**config.mk**
```make
export PLATFORM = sky130hd
export DESIGN_NAME = mem_port_arbiter_flat
export DESIGN_NICKNAME = d
export VERILOG_FILES = /design/src/rtl/mem_port_arbiter_pkg.sv /design/src/rtl/mem_port_arbiter_if.sv /design/src/rtl/mem_arb_prio.sv /design/src/rtl/mem_port_arbiter.sv /design/src/flat_wrapper.sv
export SDC_FILE = /design/constraint.sdc
export NUM_CORES = 1
export LEC_CHECK = 0
export ABC_CLOCK_PERIOD_IN_PS = 2350
export BUFFER_PORTS_ARGS = -buffer_cell sky130_fd_sc_hd__buf_2
export CORE_MARGIN = 2
export CORE_UTILIZATION = 47
export CTS_CLUSTER_DIAMETER = 100
export CTS_CLUSTER_SIZE = 10
export DETAILED_ROUTE_END_ITERATION = 7
export PLACE_DENSITY = 0.8
export SLEW_MARGIN = 20
export SYNTH_ARGS = -nofsm -noshare
export SYNTH_HDL_FRONTEND = slang
export SYNTH_SLANG_ARGS = --single-unit
```
**constraint.sdc**
```tcl
create_clock -name i_clk -period 2.35 [get_ports i_clk]
set_input_delay 0.235 -clock i_clk [delete_from_list [all_inputs] [get_ports i_clk]]
set_output_delay 0.235 -clock i_clk [all_outputs]
set_load 0.02 [all_outputs]
```
**src/rtl/mem_port_arbiter_pkg.sv**
```systemverilog
// Shared types for the unified-memory port arbiter: FSM states, owner
// encoding and the latched memory command.
package mem_port_arbiter_pkg;

    typedef enum logic [1:0] {IDLE, ACCESS, WAIT, RESP} arb_state_t;
    typedef enum logic {OWN_MEM, OWN_IF} arb_owner_t;

    localparam logic [3:0] BE_ALL = 4'hF;

    typedef struct packed {
        logic        we;
        logic [31:0] addr;
        logic [31:0] wdata;
        logic [3:0]  be;
    } mem_cmd_t;

endpackage

```
**src/rtl/mem_port_arbiter_if.sv**
```systemverilog
// Requester and memory-side signals of the arbiter. The slave modport is the
// arbiter; the master modport is everything around it (IF, MEM, memory array).
interface mem_port_arbiter_if;
    logic        i_if_req;
    logic [31:0] i_if_addr;
    logic        i_mem_req;
    logic        i_mem_we;
    logic [31:0] i_mem_addr;
    logic [31:0] i_mem_wdata;
    logic [3:0]  i_mem_be;
    logic [31:0] o_if_instr;
    logic        o_if_valid;
    logic [31:0] o_mem_rdata;
    logic        o_mem_valid;
    logic        o_if_stall;
    logic        o_mem_stall;
    logic        o_m_en;
    logic        o_m_we;
    logic [31:0] o_m_addr;
    logic [31:0] o_m_wdata;
    logic [3:0]  o_m_be;
    logic [31:0] i_m_rdData;

    modport slave (
        input  i_if_req, i_if_addr, i_mem_req, i_mem_we, i_mem_addr, i_mem_wdata,
               i_mem_be, i_m_rdData,
        output o_if_instr, o_if_valid, o_mem_rdata, o_mem_valid, o_if_stall,
               o_mem_stall, o_m_en, o_m_we, o_m_addr, o_m_wdata, o_m_be
    );

    modport master (
        output i_if_req, i_if_addr, i_mem_req, i_mem_we, i_mem_addr, i_mem_wdata,
               i_mem_be, i_m_rdData,
        input  o_if_instr, o_if_valid, o_mem_rdata, o_mem_valid, o_if_stall,
               o_mem_stall, o_m_en, o_m_we, o_m_addr, o_m_wdata, o_m_be
    );
endinterface

```
**src/rtl/mem_arb_prio.sv**
```systemverilog
// MEM-first winner select with an IF starvation guard: after MAX_IF_WAIT
// consecutive losses IF takes the next tie.
module mem_arb_prio
    import mem_port_arbiter_pkg::*;
#(
    parameter int MAX_IF_WAIT = 4
) (
    input  logic       i_clk,
    input  logic       i_reset_n,
    input  logic       i_if_req,
    input  logic       i_mem_req,
    input  logic       i_idle,
    output arb_owner_t o_owner
);

    logic [3:0] if_wait_cnt;
    logic       mem_wins;

    assign mem_wins = i_mem_req && (!i_if_req || (if_wait_cnt < 4'(MAX_IF_WAIT)));
    assign o_owner  = mem_wins ? OWN_MEM : OWN_IF;

    // Only IDLE cycles are grant opportunities, so only they move the count.
    always_ff @(posedge i_clk or negedge i_reset_n) begin
        if (!i_reset_n) begin
            if_wait_cnt <= '0;
        end else if (i_idle) begin
            if (!i_if_req || !mem_wins)
                if_wait_cnt <= '0;
            else if (if_wait_cnt < 4'(MAX_IF_WAIT))
                if_wait_cnt <= if_wait_cnt + 4'd1;
        end
    end

endmodule

```
**src/rtl/mem_port_arbiter.sv**
```systemverilog
// Serialises IF and MEM accesses onto one single-ported memory with a fixed
// read latency; one transaction in flight at a time.
module mem_port_arbiter
    import mem_port_arbiter_pkg::*;
#(
    parameter int RD_LATENCY  = 1,
    parameter int MAX_IF_WAIT = 4
) (
    input  logic               i_clk,
    input  logic               i_reset_n,
    mem_port_arbiter_if.slave  bus
);

    arb_state_t  state;
    arb_owner_t  owner;
    arb_owner_t  grant;
    mem_cmd_t    cmd;
    mem_cmd_t    win_cmd;
    logic [2:0]  lat_cnt;
    logic        m_en;
    logic        if_valid;
    logic        mem_valid;
    logic [31:0] if_instr;
    logic [31:0] mem_rdata;
    logic        any_req;

    assign any_req = bus.i_if_req | bus.i_mem_req;

    mem_arb_prio #(.MAX_IF_WAIT(MAX_IF_WAIT)) u_prio (
        .i_clk     (i_clk),
        .i_reset_n (i_reset_n),
        .i_if_req  (bus.i_if_req),
        .i_mem_req (bus.i_mem_req),
        .i_idle    (state == IDLE),
        .o_owner   (grant)
    );

    // Fetches are always full-word reads.
    always_comb begin
        win_cmd = '0;
        if (grant == OWN_IF) begin
            win_cmd.we   = 1'b0;
            win_cmd.addr = bus.i_if_addr;
            win_cmd.be   = BE_ALL;
        end else begin
            win_cmd.we    = bus.i_mem_we;
            win_cmd.addr  = bus.i_mem_addr;
            win_cmd.wdata = bus.i_mem_wdata;
            win_cmd.be    = bus.i_mem_be;
        end
    end

    always_ff @(posedge i_clk or negedge i_reset_n) begin
        if (!i_reset_n) begin
            state     <= IDLE;
            owner     <= OWN_MEM;
            cmd       <= '0;
            lat_cnt   <= '0;
            m_en      <= 1'b0;
            if_valid  <= 1'b0;
            mem_valid <= 1'b0;
            if_instr  <= '0;
            mem_rdata <= '0;
        end else begin
            m_en      <= 1'b0;
            if_valid  <= 1'b0;
            mem_valid <= 1'b0;
            case (state)
                IDLE: begin
                    if (any_req) begin
                        owner <= grant;
                        cmd   <= win_cmd;
                        m_en  <= 1'b1;
                        state <= ACCESS;
                    end
                end
                ACCESS: begin
                    if (cmd.we) begin
                        if_valid  <= (owner == OWN_IF);
                        mem_valid <= (owner == OWN_MEM);
                        state     <= RESP;
                    end else begin
                        lat_cnt <= 3'(RD_LATENCY);
                        state   <= WAIT;
                    end
                end
                WAIT: begin
                    lat_cnt <= lat_cnt - 3'd1;
                    if (lat_cnt == 3'd1) begin
                        if (owner == OWN_IF) if_instr  <= bus.i_m_rdData;
                        else                 mem_rdata <= bus.i_m_rdData;
                        if_valid  <= (owner == OWN_IF);
                        mem_valid <= (owner == OWN_MEM);
                        state     <= RESP;
                    end
                end
                RESP:    state <= IDLE;
                default: state <= IDLE;
            endcase
        end
    end

    assign bus.o_m_en      = m_en;
    assign bus.o_m_we      = cmd.we;
    assign bus.o_m_addr    = cmd.addr;
    assign bus.o_m_wdata   = cmd.wdata;
    assign bus.o_m_be      = cmd.be;
    assign bus.o_if_instr  = if_instr;
    assign bus.o_if_valid  = if_valid;
    assign bus.o_mem_rdata = mem_rdata;
    assign bus.o_mem_valid = mem_valid;
    assign bus.o_if_stall  = bus.i_if_req & ~if_valid;
    assign bus.o_mem_stall = bus.i_mem_req & ~mem_valid;

endmodule

```
**src/flat_wrapper.sv**
```systemverilog
// flat-port wrapper written by rule: the top's interface ports become plain ports
module mem_port_arbiter_flat import mem_port_arbiter_pkg::*;
#(
    parameter int RD_LATENCY  = 1,
    parameter int MAX_IF_WAIT = 4
)
  (i_clk, i_reset_n, bus_i_if_req, bus_i_if_addr, bus_i_mem_req, bus_i_mem_we, bus_i_mem_addr, bus_i_mem_wdata, bus_i_mem_be, bus_i_m_rdData, bus_o_if_instr, bus_o_if_valid, bus_o_mem_rdata, bus_o_mem_valid, bus_o_if_stall, bus_o_mem_stall, bus_o_m_en, bus_o_m_we, bus_o_m_addr, bus_o_m_wdata, bus_o_m_be);
  mem_port_arbiter_if bus_i ();
  input  logic i_clk;
  input  logic i_reset_n;
  input wire logic [$bits(bus_i.i_if_req)-1:0] bus_i_if_req;
  input wire logic [$bits(bus_i.i_if_addr)-1:0] bus_i_if_addr;
  input wire logic [$bits(bus_i.i_mem_req)-1:0] bus_i_mem_req;
  input wire logic [$bits(bus_i.i_mem_we)-1:0] bus_i_mem_we;
  input wire logic [$bits(bus_i.i_mem_addr)-1:0] bus_i_mem_addr;
  input wire logic [$bits(bus_i.i_mem_wdata)-1:0] bus_i_mem_wdata;
  input wire logic [$bits(bus_i.i_mem_be)-1:0] bus_i_mem_be;
  input wire logic [$bits(bus_i.i_m_rdData)-1:0] bus_i_m_rdData;
  output wire logic [$bits(bus_i.o_if_instr)-1:0] bus_o_if_instr;
  output wire logic [$bits(bus_i.o_if_valid)-1:0] bus_o_if_valid;
  output wire logic [$bits(bus_i.o_mem_rdata)-1:0] bus_o_mem_rdata;
  output wire logic [$bits(bus_i.o_mem_valid)-1:0] bus_o_mem_valid;
  output wire logic [$bits(bus_i.o_if_stall)-1:0] bus_o_if_stall;
  output wire logic [$bits(bus_i.o_mem_stall)-1:0] bus_o_mem_stall;
  output wire logic [$bits(bus_i.o_m_en)-1:0] bus_o_m_en;
  output wire logic [$bits(bus_i.o_m_we)-1:0] bus_o_m_we;
  output wire logic [$bits(bus_i.o_m_addr)-1:0] bus_o_m_addr;
  output wire logic [$bits(bus_i.o_m_wdata)-1:0] bus_o_m_wdata;
  output wire logic [$bits(bus_i.o_m_be)-1:0] bus_o_m_be;
  assign bus_i.i_if_req = bus_i_if_req;
  assign bus_i.i_if_addr = bus_i_if_addr;
  assign bus_i.i_mem_req = bus_i_mem_req;
  assign bus_i.i_mem_we = bus_i_mem_we;
  assign bus_i.i_mem_addr = bus_i_mem_addr;
  assign bus_i.i_mem_wdata = bus_i_mem_wdata;
  assign bus_i.i_mem_be = bus_i_mem_be;
  assign bus_i.i_m_rdData = bus_i_m_rdData;
  assign bus_o_if_instr = bus_i.o_if_instr;
  assign bus_o_if_valid = bus_i.o_if_valid;
  assign bus_o_mem_rdata = bus_i.o_mem_rdata;
  assign bus_o_mem_valid = bus_i.o_mem_valid;
  assign bus_o_if_stall = bus_i.o_if_stall;
  assign bus_o_mem_stall = bus_i.o_mem_stall;
  assign bus_o_m_en = bus_i.o_m_en;
  assign bus_o_m_we = bus_i.o_m_we;
  assign bus_o_m_addr = bus_i.o_m_addr;
  assign bus_o_m_wdata = bus_i.o_m_wdata;
  assign bus_o_m_be = bus_i.o_m_be;
  mem_port_arbiter #(.RD_LATENCY(RD_LATENCY), .MAX_IF_WAIT(MAX_IF_WAIT)) u_core (.i_clk(i_clk), .i_reset_n(i_reset_n), .bus(bus_i));
endmodule
```
==> results of run 1 <==
[layout by cell type, fill, tap and decap left out, types with 6 or more instances in the layout]
master                      netlist  layout
sky130_fd_sc_hd__buf_2           21     273
sky130_fd_sc_hd__dfrtp_1        146     146
sky130_fd_sc_hd__nand2_1         65      65
sky130_fd_sc_hd__mux2_2          61      61
sky130_fd_sc_hd__a22o_1          33      33
sky130_fd_sc_hd__nand4_1         32      32
sky130_fd_sc_hd__o211ai_1        32      32
sky130_fd_sc_hd__clkbuf_16        0      17
sky130_fd_sc_hd__buf_4            0      13
sky130_fd_sc_hd__inv_1            7       7
sky130_fd_sc_hd__nor2_1           7       7
sky130_fd_sc_hd__nor2b_1          6       6
sky130_fd_sc_hd__ha_1             6       6
[area by class of cell]
cell class                      instances  share of cell area
Sequential cell                       146               0.448
Multi-Input combinational cell        275               0.255
Timing Repair Buffer                  291               0.189
Clock buffer                           19              0.0555
Tap cell                              172              0.0264
Clock inverter                         13              0.0224
Inverter                                8             0.00368
[how the worst max path moves through the flow]
stage | to | slack [ns] | from | cells after the start
after floorplan | u_core.bus.o_mem_rdata[28]$_DFFE_PN0P_ | 0.61 | u_core.state[0]$_DFFE_PN0P_ | 6
after global routing | u_core.bus.o_m_addr[29]$_DFFE_PN0P_ | 0.32 | u_core.state[0]$_DFFE_PN0P_ | 6
after detailed placement | u_core.bus.o_mem_rdata[10]$_DFFE_PN0P_ | 0.47 | u_core.state[0]$_DFFE_PN0P_ | 6
final | u_core.bus.o_mem_rdata[19]$_DFFE_PN0P_ | 0.46 | u_core.state[0]$_DFFE_PN0P_ | 6
after CTS | u_core.bus.o_mem_rdata[10]$_DFFE_PN0P_ | 0.46 | u_core.state[0]$_DFFE_PN0P_ | 6
after global placement | u_core.bus.o_mem_rdata[19]$_DFFE_PN0P_ | 0.56 | u_core.state[0]$_DFFE_PN0P_ | 6
[where the power goes]
part	switching [mW]	internal, mW
sequential	0.672	3.78
clock	1.03	1.83
combinational	3.39	2.33
[worst max-delay path: cells and delay by family (launching register included)]
family / cells / cell delay, ns
simple gates: 1 / 0.23
mux: 1 / 0.36
fa+ha+maj: 1 / 0.30
buf+inv: 3 / 0.48
flops: 1 / 0.38
[per-stage QoR]
stage                      util  cells  setup slack, ns  area, sq um  total power, mW
after floorplan               -    466            0.615         5940             8.22
after global placement    0.603    891            0.557         7510             10.0
after detailed placement  0.603    891            0.475         7510             10.3
after CTS                 0.654    924            0.464         8160             13.1
after global routing      0.654    924            0.325         8160             13.8
final                     0.654    924            0.459         8160             13.0
[cell families after synthesis]
kind of cell / count (synthesis) / share of synthesized area
AND/OR/NAND/NOR: 119 / 0.0969
AO/OA/AOI/OAI: 85 / 0.116
flip-flops: 146 / 0.615
multiplexers: 65 / 0.123
adder cells (fa/ha/maj): 6 / 0.0126
buffers and inverters: 45 / 0.0366
[metal layers]
layer	GRT usage	share of wire
met4	0.0857	0.018
met1	0.272	0.42
met2	0.370	0.49
met5	0	0
met3	0.0571	0.075
[sequential cells by signal, summed over array words and instances, names as in the netlist]
| name | cells |
|---|---|
| u_core.bus.o_if_instr | 32 |
| u_core.bus.o_m_wdata | 32 |
| u_core.bus.o_mem_valid | 1 |
| u_core.bus.o_mem_rdata | 32 |
| u_core.u_prio.if_wait_cnt | 4 |
| u_core.state | 2 |
| u_core.bus.o_m_be | 4 |
| u_core.bus.o_m_addr | 32 |
| u_core.bus.o_m_en | 1 |
| u_core.owner | 1 |
| u_core.lat_cnt | 3 |
| u_core.bus.o_if_valid | 1 |
| u_core.bus.o_m_we | 1 |
==> impl_summary.log, run 1 <==
[metrics] status: finished clean
[metrics] Seq. cell area: approximately 3700 sq um
[metrics] floorplan core area: approximately 12000 sq um
[metrics] die area: 13600 sq um
[metrics] R2R Path End: u_core.bus.o_mem_rdata[19]$_DFFE_PN0P_
[metrics] clock skew after layout: ~0.004 ns
[metrics] Netlist cell types: 36
[metrics] total global routing overflow: 0
[metrics] Hold Slack: around 0.04 ns
[metrics] Antenna Cells: 0
[metrics] global-route wire length before repair: ~23000 um
[metrics] area of the mapped netlist: between 5000 and 6000 sq um
[metrics] count of state elements after synthesis: ~150
[metrics] number of stages on the worst hold path: 2
[metrics] count of flip-flops with a built-in enable after synthesis: 0
[metrics] Clock Pin Slew Worst Setup and Hold Paths: around 0.06 ns
[metrics] post-synthesis cell count: 466
[metrics] Crit path arrival time: between 2 and 2.5 ns
[metrics] depth of the most critical reg-to-reg path: 6
[metrics] actual transition at the worst max-transition pin: 0.620 ns
[metrics] syn avg cell area: 12.8 sq um
[metrics] vias per inst: between 5 and 6
[metrics] Area Overhead vs Synth: 37.3%
[metrics] Pre-Repair DR Iteration Count: 4
[metrics] count of endpoints failing hold in the final timing report: 0
[metrics] proportion of netlist area held by the largest area contributor: 0.615
[metrics] Syn Nets: ~610
[metrics] Hold Crit Start: bus_i_mem_wdata[21]
[metrics] CP endpoint kind: register
[metrics] most instantiated library cell after synthesis: sky130_fd_sc_hd__dfrtp_1
[metrics] count of vias placed by the detailed router: roughly 4.8k
[metrics] unrepaired setup endpoints after global routing: false
[metrics] Worst Setup Path Type: register to register
[metrics] crit-path most repeated cell: sky130_fd_sc_hd__inv_1
[metrics] worst-path cell with the longest stage delay: sky130_fd_sc_hd__dfrtp_1
[metrics] weighted congestion at the end of routability-driven global placement: ~0.79
[metrics] Routed Wire Length: about 15000 um
[metrics] capture endpoint of the worst hold path: u_core.bus.o_m_wdata[21]$_DFFE_PN0P_
[metrics] number of setup violations in the final report: 0
[metrics] IR Drop Worst-Case VDD: between 0.5 and 0.6 mV
[metrics] Max Buffers Root-to-Sink: 2
[metrics] Max Transition Viols Final: 0
[metrics] critical path's largest stage delay: around 0.38 ns
[metrics] dominant cells by area after synthesis: sky130_fd_sc_hd__dfrtp_1 61%, sky130_fd_sc_hd__mux2_2 12%, sky130_fd_sc_hd__a22o_1 4.9%, sky130_fd_sc_hd__nand2_1 4.1%, sky130_fd_sc_hd__o211ai_1 4.0%
[metrics] reported leakage power: 4.05 nW
[metrics] number of buffers inserted during clock tree synthesis: 17
[metrics] remaining routing DRC violations: 0
[metrics] origin of the critical flop-to-flop path: u_core.state[0]$_DFFE_PN0P_
[metrics] peak fanout along the critical path: 32
[metrics] library cell occupying the most area in the post-synthesis netlist: sky130_fd_sc_hd__dfrtp_1
[metrics] antenna violations before repair: 0
[metrics] Max Cap Violations: 0
[metrics] worst-case headroom to the max-slew limit: 0.586
[metrics] via count of the first global-routing pass: 4733
[metrics] R2R Setup Slk: 0.46 ns
[metrics] final critical delay including setup and external delays: approximately 1.9 ns
[metrics] critical path data required time: 2.64 ns
[metrics] area taken by multi-input logic gates: 2080 sq um
[metrics] setup total negative slack: 0 ns
[metrics] post-CTS setup repair buffer count: 0
[metrics] primary flip-flop cell chosen by synthesis mapping: sky130_fd_sc_hd__dfrtp_1
[metrics] Commonest cells post-synth: 146 x sky130_fd_sc_hd__dfrtp_1, 65 x sky130_fd_sc_hd__nand2_1, 61 x sky130_fd_sc_hd__mux2_2, 33 x sky130_fd_sc_hd__a22o_1
[metrics] CTS root buffer: sky130_fd_sc_hd__clkbuf_16
[metrics] Resized cells post-CTS: 0
[metrics] width of the die: around 120 um
[metrics] Fmax: 529 MHz
[metrics] TritonCTS clock tree: built
[metrics] cell breakdown of the critical path: inv_1 -> ha_1 -> inv_1 -> nor3_4 -> buf_12 -> mux2_2
[metrics] Starting Density: 0.477
[metrics] count of yosys warnings during synthesis: 0
[metrics] element type at the critical path start: register
[metrics] number of sinks handled by clock tree synthesis: 146
[metrics] Die Ht: 116 um
[metrics] per-cell routed wire length: roughly 16 um
[metrics] count of hold buffers inserted by post-cts repair: 1
[metrics] fraction of layout instances using a drive strength above 1: 0.517
[metrics] number of core rows: 41
[metrics] number of fill cells in the layout: around 950
[metrics] number of violations reported at the end of detailed-routing iteration 0: just over 400
[metrics] all-layer global routing usage: 0.220
[metrics] asr flop ratio synth: 1.00
[metrics] Final HPWL DP: around 11000 um
[metrics] part of the cycle the worst path needs: 0.805
[metrics] number of nets with antenna violations after routing: 0
[metrics] num ports: roughly 280
[metrics] Final #Nets: around 880
[metrics] count of port buffers added during placement: ~270
[metrics] power density cells: approximately 1600 nW/um^2
[metrics] CTS H-Tree Depth: 4
[metrics] sequential element share of the synthesized area: 0.615
[metrics] path type of the worst min-delay path: primary input to register
[metrics] pin count of the biggest net entering global routing: 61
[metrics] clock insertion delay at the later pin of the skew report: 0.41 ns
Power figures use the tool's default switching activity.
==> inputs of run 2 (changes only) <==
--- a/config.mk
+++ b/config.mk
@@ -5,7 +5,7 @@
 export SDC_FILE = /design/constraint.sdc
 export NUM_CORES = 1
 export LEC_CHECK = 0
-export ABC_CLOCK_PERIOD_IN_PS = 2350
+export ABC_CLOCK_PERIOD_IN_PS = 1900
 export BUFFER_PORTS_ARGS = -buffer_cell sky130_fd_sc_hd__buf_2
 export CORE_MARGIN = 2
 export CORE_UTILIZATION = 47
==> constraint.sdc (replaced) <==
create_clock -name i_clk -period 1.9 [get_ports i_clk]
set_input_delay 0.19 -clock i_clk [delete_from_list [all_inputs] [get_ports i_clk]]
set_output_delay 0.19 -clock i_clk [all_outputs]
set_load 0.02 [all_outputs]
==> run 2 against run 1 <==
Compared with the run above: power grew 26%; highest routed layer unchanged; critical path type unchanged; largest power group unchanged; die area unchanged; register-to-register slack lost 0.37 ns; final cell count rose by 4.0%; combinational power rose by 29%; clock-buffer cell count did not move; utilization grew 3.2 points; sequential cell count did not move; final area rose by 4.8%.
==> impl_summary.log, run 2 (synthesized netlist as in run 1, its figures left out) <==
[metrics] status: finished clean
[metrics] per-cell routed wire length: ~17 um
[metrics] number of nets with antenna violations after routing: 0
[metrics] all-layer global routing usage: 0.240
[metrics] Area Overhead vs Synth: 43.9%
[metrics] path type of the worst min-delay path: primary input to register
[metrics] element type at the critical path start: register
[metrics] Pre-Repair DR Iteration Count: 5
[metrics] CTS root buffer: sky130_fd_sc_hd__clkbuf_16
[metrics] Crit path arrival time: between 2 and 2.5 ns
[metrics] clock insertion delay at the later pin of the skew report: around 0.41 ns
[metrics] IR Drop Worst-Case VDD: 0.751 mV
[metrics] number of core rows: 41
[metrics] critical path data required time: approximately 2.2 ns
[metrics] via count of the first global-routing pass: slightly above 5k
[metrics] die area: ~14000 sq um
[metrics] global-route wire length before repair: roughly 25000 um
[metrics] clock skew after layout: about 0.0082 ns
[metrics] floorplan core area: 12500 sq um
[metrics] vias per inst: between 5 and 6
[metrics] unrepaired setup endpoints after global routing: false
[metrics] Antenna Cells: 0
[metrics] power density cells: 1930 nW/um^2
[metrics] R2R Setup Slk: between 0.08 and 0.09 ns
[metrics] number of stages on the worst hold path: 2
[metrics] count of endpoints failing hold in the final timing report: 0
[metrics] count of vias placed by the detailed router: 5141
[metrics] fraction of layout instances using a drive strength above 1: 0.501
[metrics] width of the die: approximately 120 um
[metrics] weighted congestion at the end of routability-driven global placement: approximately 0.80
[metrics] final critical delay including setup and external delays: 1.81 ns
[metrics] worst-case headroom to the max-slew limit: 0.688
[metrics] worst-case setup slack after placement: between 0.1 and 0.15 ns
[metrics] pin count of the biggest net entering global routing: 53
[metrics] reported leakage power: 4.23 nW
[metrics] depth of the most critical reg-to-reg path: 7
[metrics] Hold Crit Start: bus_i_mem_wdata[18]
[metrics] setup total negative slack: 0 ns
[metrics] CP endpoint kind: register
[metrics] remaining routing DRC violations: 0
[metrics] Starting Density: 0.477
[metrics] part of the cycle the worst path needs: 0.953
[metrics] Max Transition Viols Final: 0
[metrics] Max Cap Violations: 0
[metrics] antenna violations before repair: 0
[metrics] Max Buffers Root-to-Sink: 2
[metrics] R2R Path End: u_core.bus.o_mem_rdata[24]$_DFFE_PN0P_
[metrics] capture endpoint of the worst hold path: u_core.bus.o_m_wdata[18]$_DFFE_PN0P_
[metrics] TritonCTS clock tree: built
[metrics] actual transition at the worst max-transition pin: between 0.4 and 0.5 ns
[metrics] Final #Nets: ~920
[metrics] Die Ht: between 100 and 150 um
[metrics] origin of the critical flop-to-flop path: u_core.lat_cnt[1]$_DFFE_PN0P_
[metrics] peak fanout along the critical path: 16
[metrics] total global routing overflow: 0
[metrics] num ports: 275
[metrics] number of setup violations in the final report: 0
[metrics] number of violations reported at the end of detailed-routing iteration 0: just over 400
[metrics] commonest non-fill, non-tap cells in the layout: 273 x sky130_fd_sc_hd__buf_2, 146 x sky130_fd_sc_hd__dfrtp_1, 65 x sky130_fd_sc_hd__nand2_1
[metrics] Worst Setup Path Type: register to register
[metrics] Final HPWL DP: about 11000 um
[metrics] Fmax: between 500 and 600 MHz
[metrics] count of port buffers added during placement: approximately 270
[metrics] Clock Pin Slew Worst Setup and Hold Paths: approximately 0.06 ns
[metrics] commonest non-fill, non-tap cell in the layout: sky130_fd_sc_hd__buf_2
[metrics] slack of the critical path: ~0.089 ns
[metrics] number of buffers inserted during clock tree synthesis: 17
[metrics] CTS H-Tree Depth: 4
[metrics] number of sinks handled by clock tree synthesis: ~150
[metrics] Routed Wire Length: about 17000 um
==> run 2: layout make-up <==
cell class / instances / area, sq um
inverter: 8 / 30.0
tap: 172 / 215
multi-input combinational: 275 / 2080
sequential: 146 / 3650
fill: 890 / 3910
clock buffer: 19 / 443
clock inverter: 13 / 175
timing repair buffer: 328 / 1960
==> run 2: where the power goes <==
| part | total, mW | switching, mW | leakage, nW | internal [mW] |
|---|---|---|---|---|
| Clock | 3.48 | 1.35 | 0.300 | 2.13 |
| Sequential | 5.59 | 0.904 | 1.78 | 4.68 |
| Combinational | 7.40 | 4.32 | 2.15 | 3.08 |
| Total | 16.5 | 6.58 | 4.23 | 9.89 |
==> run 2: timing repair <==
action / 4_1_cts / 5_1_grt
setup buffers: 0 / 1
hold endpoints to repair: 66 / 1
hold buffers: 30 / 1
resized for setup: 0 / 0
setup endpoints to repair: 0 / 1
==> run 2: metal layers <==
layer / GRT usage / share of wire / up-vias
met1: 0.282 / 0.38 / 2476
met4: 0.117 / 0.030 / 0
met2: 0.407 / 0.51 / 298
met3: 0.0649 / 0.076 / 47
li1: - / - / 2320
met5: 0 / 0 / -
==> run 2: how the worst max path moves through the flow <==
| stage | start | to | cells past startpoint |
|---|---|---|---|
| after global routing | u_core.lat_cnt[1]$_DFFE_PN0P_ | u_core.bus.o_mem_rdata[5]$_DFFE_PN0P_ | 7 |
| after CTS | u_core.state[0]$_DFFE_PN0P_ | u_core.bus.o_mem_rdata[24]$_DFFE_PN0P_ | 6 |
| after global placement | u_core.state[0]$_DFFE_PN0P_ | u_core.bus.o_if_instr[22]$_DFFE_PN0P_ | 6 |
| final | u_core.lat_cnt[1]$_DFFE_PN0P_ | u_core.bus.o_mem_rdata[24]$_DFFE_PN0P_ | 7 |
| after detailed placement | u_core.state[0]$_DFFE_PN0P_ | u_core.bus.o_mem_rdata[5]$_DFFE_PN0P_ | 6 |
| after floorplan | u_core.state[0]$_DFFE_PN0P_ | u_core.bus.o_mem_rdata[28]$_DFFE_PN0P_ | 6 |
==> run 2: worst max-delay path, cell delays in order (launching register included) <==
cell and delay [ns]:
sky130_fd_sc_hd__dfrtp_1 0.35, sky130_fd_sc_hd__inv_1 0.09, sky130_fd_sc_hd__ha_1 0.19, sky130_fd_sc_hd__nand2b_1 0.14, sky130_fd_sc_hd__nor3_4 0.20, sky130_fd_sc_hd__buf_4 0.18, sky130_fd_sc_hd__buf_12 0.17, sky130_fd_sc_hd__mux2_2 0.36
==> run 2: per-stage QoR <==
step / hold WS (ns) / util / power (mW) / area (sq um) / std cells
6_report: 0.0129 / 0.686 / 16.5 / 8550 / 961
5_1_grt: 0.000894 / 0.686 / 17.4 / 8550 / 961
4_1_cts: 0.000470 / 0.682 / 16.4 / 8500 / 957
3_5_place_dp: 0.131 / 0.608 / 12.9 / 7580 / 895
3_3_place_gp: 0.126 / 0.608 / 12.5 / 7580 / 895
2_1_floorplan: -0.106 / - / 10.2 / 5940 / 466
==> inputs of run 3 (changes only) <==
--- a/config.mk
+++ b/config.mk
@@ -5,6 +5,7 @@
 export SDC_FILE = /design/constraint.sdc
 export NUM_CORES = 1
 export LEC_CHECK = 0
+export ABC_AREA = 1
 export ABC_CLOCK_PERIOD_IN_PS = 1900
 export BUFFER_PORTS_ARGS = -buffer_cell sky130_fd_sc_hd__buf_2
 export CORE_MARGIN = 2
==> run 3 against run 2 <==
Compared with the run above: routed wire length is 5.8% higher; critical path depth rose by 1; sequential power down 3%; combinational power fell by 12%; final area increased by 2.7%; worst setup slack improved by 0.13 ns; global-route usage up 1.6 points; critical path type unchanged; largest power group unchanged; highest routed layer unchanged.
==> impl_summary.log, run 3 <==
[metrics] number of core rows: 42
[metrics] status: finished clean
[metrics] proportion of netlist area held by the largest area contributor: 0.585
[metrics] fraction of layout instances using a drive strength above 1: 0.308
[metrics] post-synthesis cell count: between 700 and 800
[metrics] count of flip-flops with a built-in enable after synthesis: 0
[metrics] asr flop ratio synth: 1.00
[metrics] number of fill cells in the layout: slightly above 1k
[metrics] Final HPWL DP: about 12000 um
[metrics] Starting Density: 0.477
[metrics] reported leakage power: 5.18 nW
[metrics] die area: 14200 sq um
[metrics] num ports: approximately 280
[metrics] vias per inst: about 4.9
[metrics] worst-case headroom to the max-slew limit: 0.627
[metrics] number of sinks handled by clock tree synthesis: around 150
[metrics] all-layer global routing usage: 0.256
[metrics] post-route standard cell area excluding fillers: between 8000 and 9000 sq um
[metrics] Worst Setup Path Type: register to register
[metrics] remaining routing DRC violations: 0
[metrics] most instantiated library cell after synthesis: sky130_fd_sc_hd__nand2_1
[metrics] number of buffers inserted during clock tree synthesis: 17
[metrics] Antenna Cells: 0
[metrics] Seq. cell area: ~3700 sq um
[metrics] number of nets with antenna violations after routing: 0
[metrics] critical path data required time: around 2.3 ns
[metrics] Max Transition Viols Final: 0
[metrics] Commonest cells post-synth: 278 x sky130_fd_sc_hd__nand2_1, 146 x sky130_fd_sc_hd__dfrtp_1, 108 x sky130_fd_sc_hd__inv_1, 73 x sky130_fd_sc_hd__o21ai_0, 66 x sky130_fd_sc_hd__nand3_1
[metrics] Pre-Repair DR Iteration Count: 8
[metrics] Syn Nets: roughly 880
[metrics] number of setup violations in the final report: 0
[metrics] global-route wire length before repair: ~28000 um
[metrics] count of port buffers added during placement: roughly 270
[metrics] via count of the first global-routing pass: approximately 6k
[metrics] Placement Cell Area: between 7000 and 8000 sq um
[metrics] path type of the worst min-delay path: primary input to register
[metrics] Core Util, Final: 0.671
[metrics] pin count of the biggest net entering global routing: 65
[metrics] per-cell routed wire length: 14.4 um
[metrics] Crit path arrival time: around 2 ns
[metrics] Max Buffers Root-to-Sink: 2
[metrics] final critical delay including setup and external delays: about 1.7 ns
[metrics] power density cells: around 1800 nW/um^2
[metrics] slack of the critical path: approximately 0.22 ns
[metrics] Fmax: 594 MHz
[metrics] primary flip-flop cell chosen by synthesis mapping: sky130_fd_sc_hd__dfrtp_1
[metrics] Max Cap Violations: 0
[metrics] commonest non-fill, non-tap cells in the layout: 278 x sky130_fd_sc_hd__nand2_1, 273 x sky130_fd_sc_hd__buf_2, 146 x sky130_fd_sc_hd__dfrtp_1
[metrics] sequential element share of the synthesized area: 0.585
[metrics] Routed Wire Length: 17700 um
[metrics] Netlist cell types: 23
[metrics] commonest non-fill, non-tap cell in the layout: sky130_fd_sc_hd__nand2_1
[metrics] Die Ht: around 120 um
[metrics] unrepaired setup endpoints after global routing: false
[metrics] CP endpoint kind: register
[metrics] Clock Pin Slew Worst Setup and Hold Paths: roughly 0.06 ns
[metrics] floorplan core area: 13100 sq um
[metrics] syn avg cell area: 8.45 sq um
[metrics] area taken by multi-input logic gates: 1980 sq um
[metrics] count of vias placed by the detailed router: 5984
[metrics] part of the cycle the worst path needs: 0.886
[metrics] width of the die: 119 um
[metrics] dominant cells by area after synthesis: sky130_fd_sc_hd__dfrtp_1 59%, sky130_fd_sc_hd__nand2_1 17%, sky130_fd_sc_hd__inv_1 6.5%, sky130_fd_sc_hd__o21ai_0 5.9%, sky130_fd_sc_hd__nand3_1 5.3%
[metrics] count of endpoints failing hold in the final timing report: 0
[metrics] weighted congestion at the end of routability-driven global placement: ~0.84
[metrics] Final #Nets: between 1k and 1.5k
[metrics] peak fanout along the critical path: between 50 and 60
[metrics] CTS root buffer: sky130_fd_sc_hd__clkbuf_16
[metrics] library cell occupying the most area in the post-synthesis netlist: sky130_fd_sc_hd__dfrtp_1
[metrics] count of yosys warnings during synthesis: 0
[metrics] antenna violations before repair: 1
[metrics] number of violations reported at the end of detailed-routing iteration 0: around 560
[metrics] element type at the critical path start: register
[metrics] TritonCTS clock tree: built
[metrics] count of state elements after synthesis: 146
[metrics] clock skew after layout: ~0.0054 ns
[metrics] Area Overhead vs Synth: 40.7%
[metrics] CTS H-Tree Depth: 4
[metrics] worst-case setup slack after placement: 0.221 ns
[metrics] area of the mapped netlist: between 6000 and 7000 sq um
[metrics] setup total negative slack: 0 ns
[metrics] total global routing overflow: 0
[metrics] IR Drop Worst-Case VDD: about 0.96 mV
[metrics] clock insertion delay at the later pin of the skew report: ~0.4 ns
[metrics] post-CTS setup repair buffer count: 0
[metrics] actual transition at the worst max-transition pin: about 0.56 ns
run 3: kinds of logic (layout without fill, tap and decap cells):
kind of cell             after synthesis  count (layout)  share of synthesized area
buffers and inverters                146             463                     0.0984
adder cells (fa/ha/maj)                6               6                     0.0120
flip-flops                           146             146                      0.585
AO/OA/AOI/OAI                         81              81                     0.0675
XOR/XNOR                               3               3                    0.00421
AND/OR/NAND/NOR                      357             357                      0.233
run 3: what timing repair did:
action | in CTS | in global routing
hold endpoints to repair | 77 | 0
hold buffers | 35 | 0
gates resized for setup | 0 | 2
endpoints found under the setup margin | 0 | 1
run 3: area by class of cell:
type                            instances  share of cell area
Inverter                              109              0.0469
Multi-Input combinational cell        447               0.225
Sequential cell                       146               0.416
Tap cell                              176              0.0251
Clock inverter                          9              0.0171
Timing Repair Buffer                  322               0.214
Clock buffer                           23              0.0567
run 3: through the flow:
step                      hold WS [ns]  power, mW  cells
after floorplan                 -0.106       9.56    739
after global placement           0.157       11.7   1165
after detailed placement         0.158       11.9   1165
after CTS                      0.00251       15.6   1232
after global routing            0.0293       16.6   1232
final                           0.0267       15.6   1232
run 3: power breakdown:
part | internal, mW | switching, mW | total (mW)
Combinational | 2.16 | 4.36 | 6.52
Sequential | 4.60 | 0.831 | 5.43
Clock | 2.37 | 1.24 | 3.61
Total | 9.12 | 6.43 | 15.6
run 3: path summary, 6_finish.rpt:
| kind | startpoint | to | slack (ns) | cells past startpoint |
|---|---|---|---|---|
| max in group asynchronous | i_reset_n | u_core.bus.o_if_instr[20]$_DFFE_PN0P_ | 1.03 | 3 |
| min reg2reg | u_core.bus.o_m_addr[8]$_DFFE_PN0P_ | u_core.bus.o_m_addr[8]$_DFFE_PN0P_ | 0.47 | 2 |
| min | bus_i_mem_be[3] | u_core.bus.o_m_be[3]$_DFFE_PN0P_ | 0.03 | 3 |
| max | u_core.state[0]$_DFFE_PN0P_ | u_core.bus.o_m_wdata[6]$_DFFE_PN0P_ | 0.22 | 8 |
| min in group asynchronous | i_reset_n | u_core.bus.o_mem_rdata[24]$_DFFE_PN0P_ | 0.28 | 2 |
| max reg2reg | u_core.state[0]$_DFFE_PN0P_ | u_core.bus.o_m_wdata[6]$_DFFE_PN0P_ | 0.22 | 8 |
run 3: critical path: stages (launching register included):
cell	delay, ns
sky130_fd_sc_hd__dfrtp_1	0.41
sky130_fd_sc_hd__inv_1	0.08
sky130_fd_sc_hd__ha_1	0.21
sky130_fd_sc_hd__inv_1	0.14
sky130_fd_sc_hd__nor2_2	0.08
sky130_fd_sc_hd__inv_4	0.16
sky130_fd_sc_hd__buf_12	0.26
sky130_fd_sc_hd__nand2_1	0.14
sky130_fd_sc_hd__nand2_1	0.11
run 3: routing by layer:
metal / vias to the layer above / share of wire / GRT usage
met1: 2722 / 0.39 / 0.312
li1: 2861 / - / -
met5: - / 0 / 0
met2: 336 / 0.47 / 0.403
met4: 0 / 0.044 / 0.147
met3: 65 / 0.098 / 0.0795
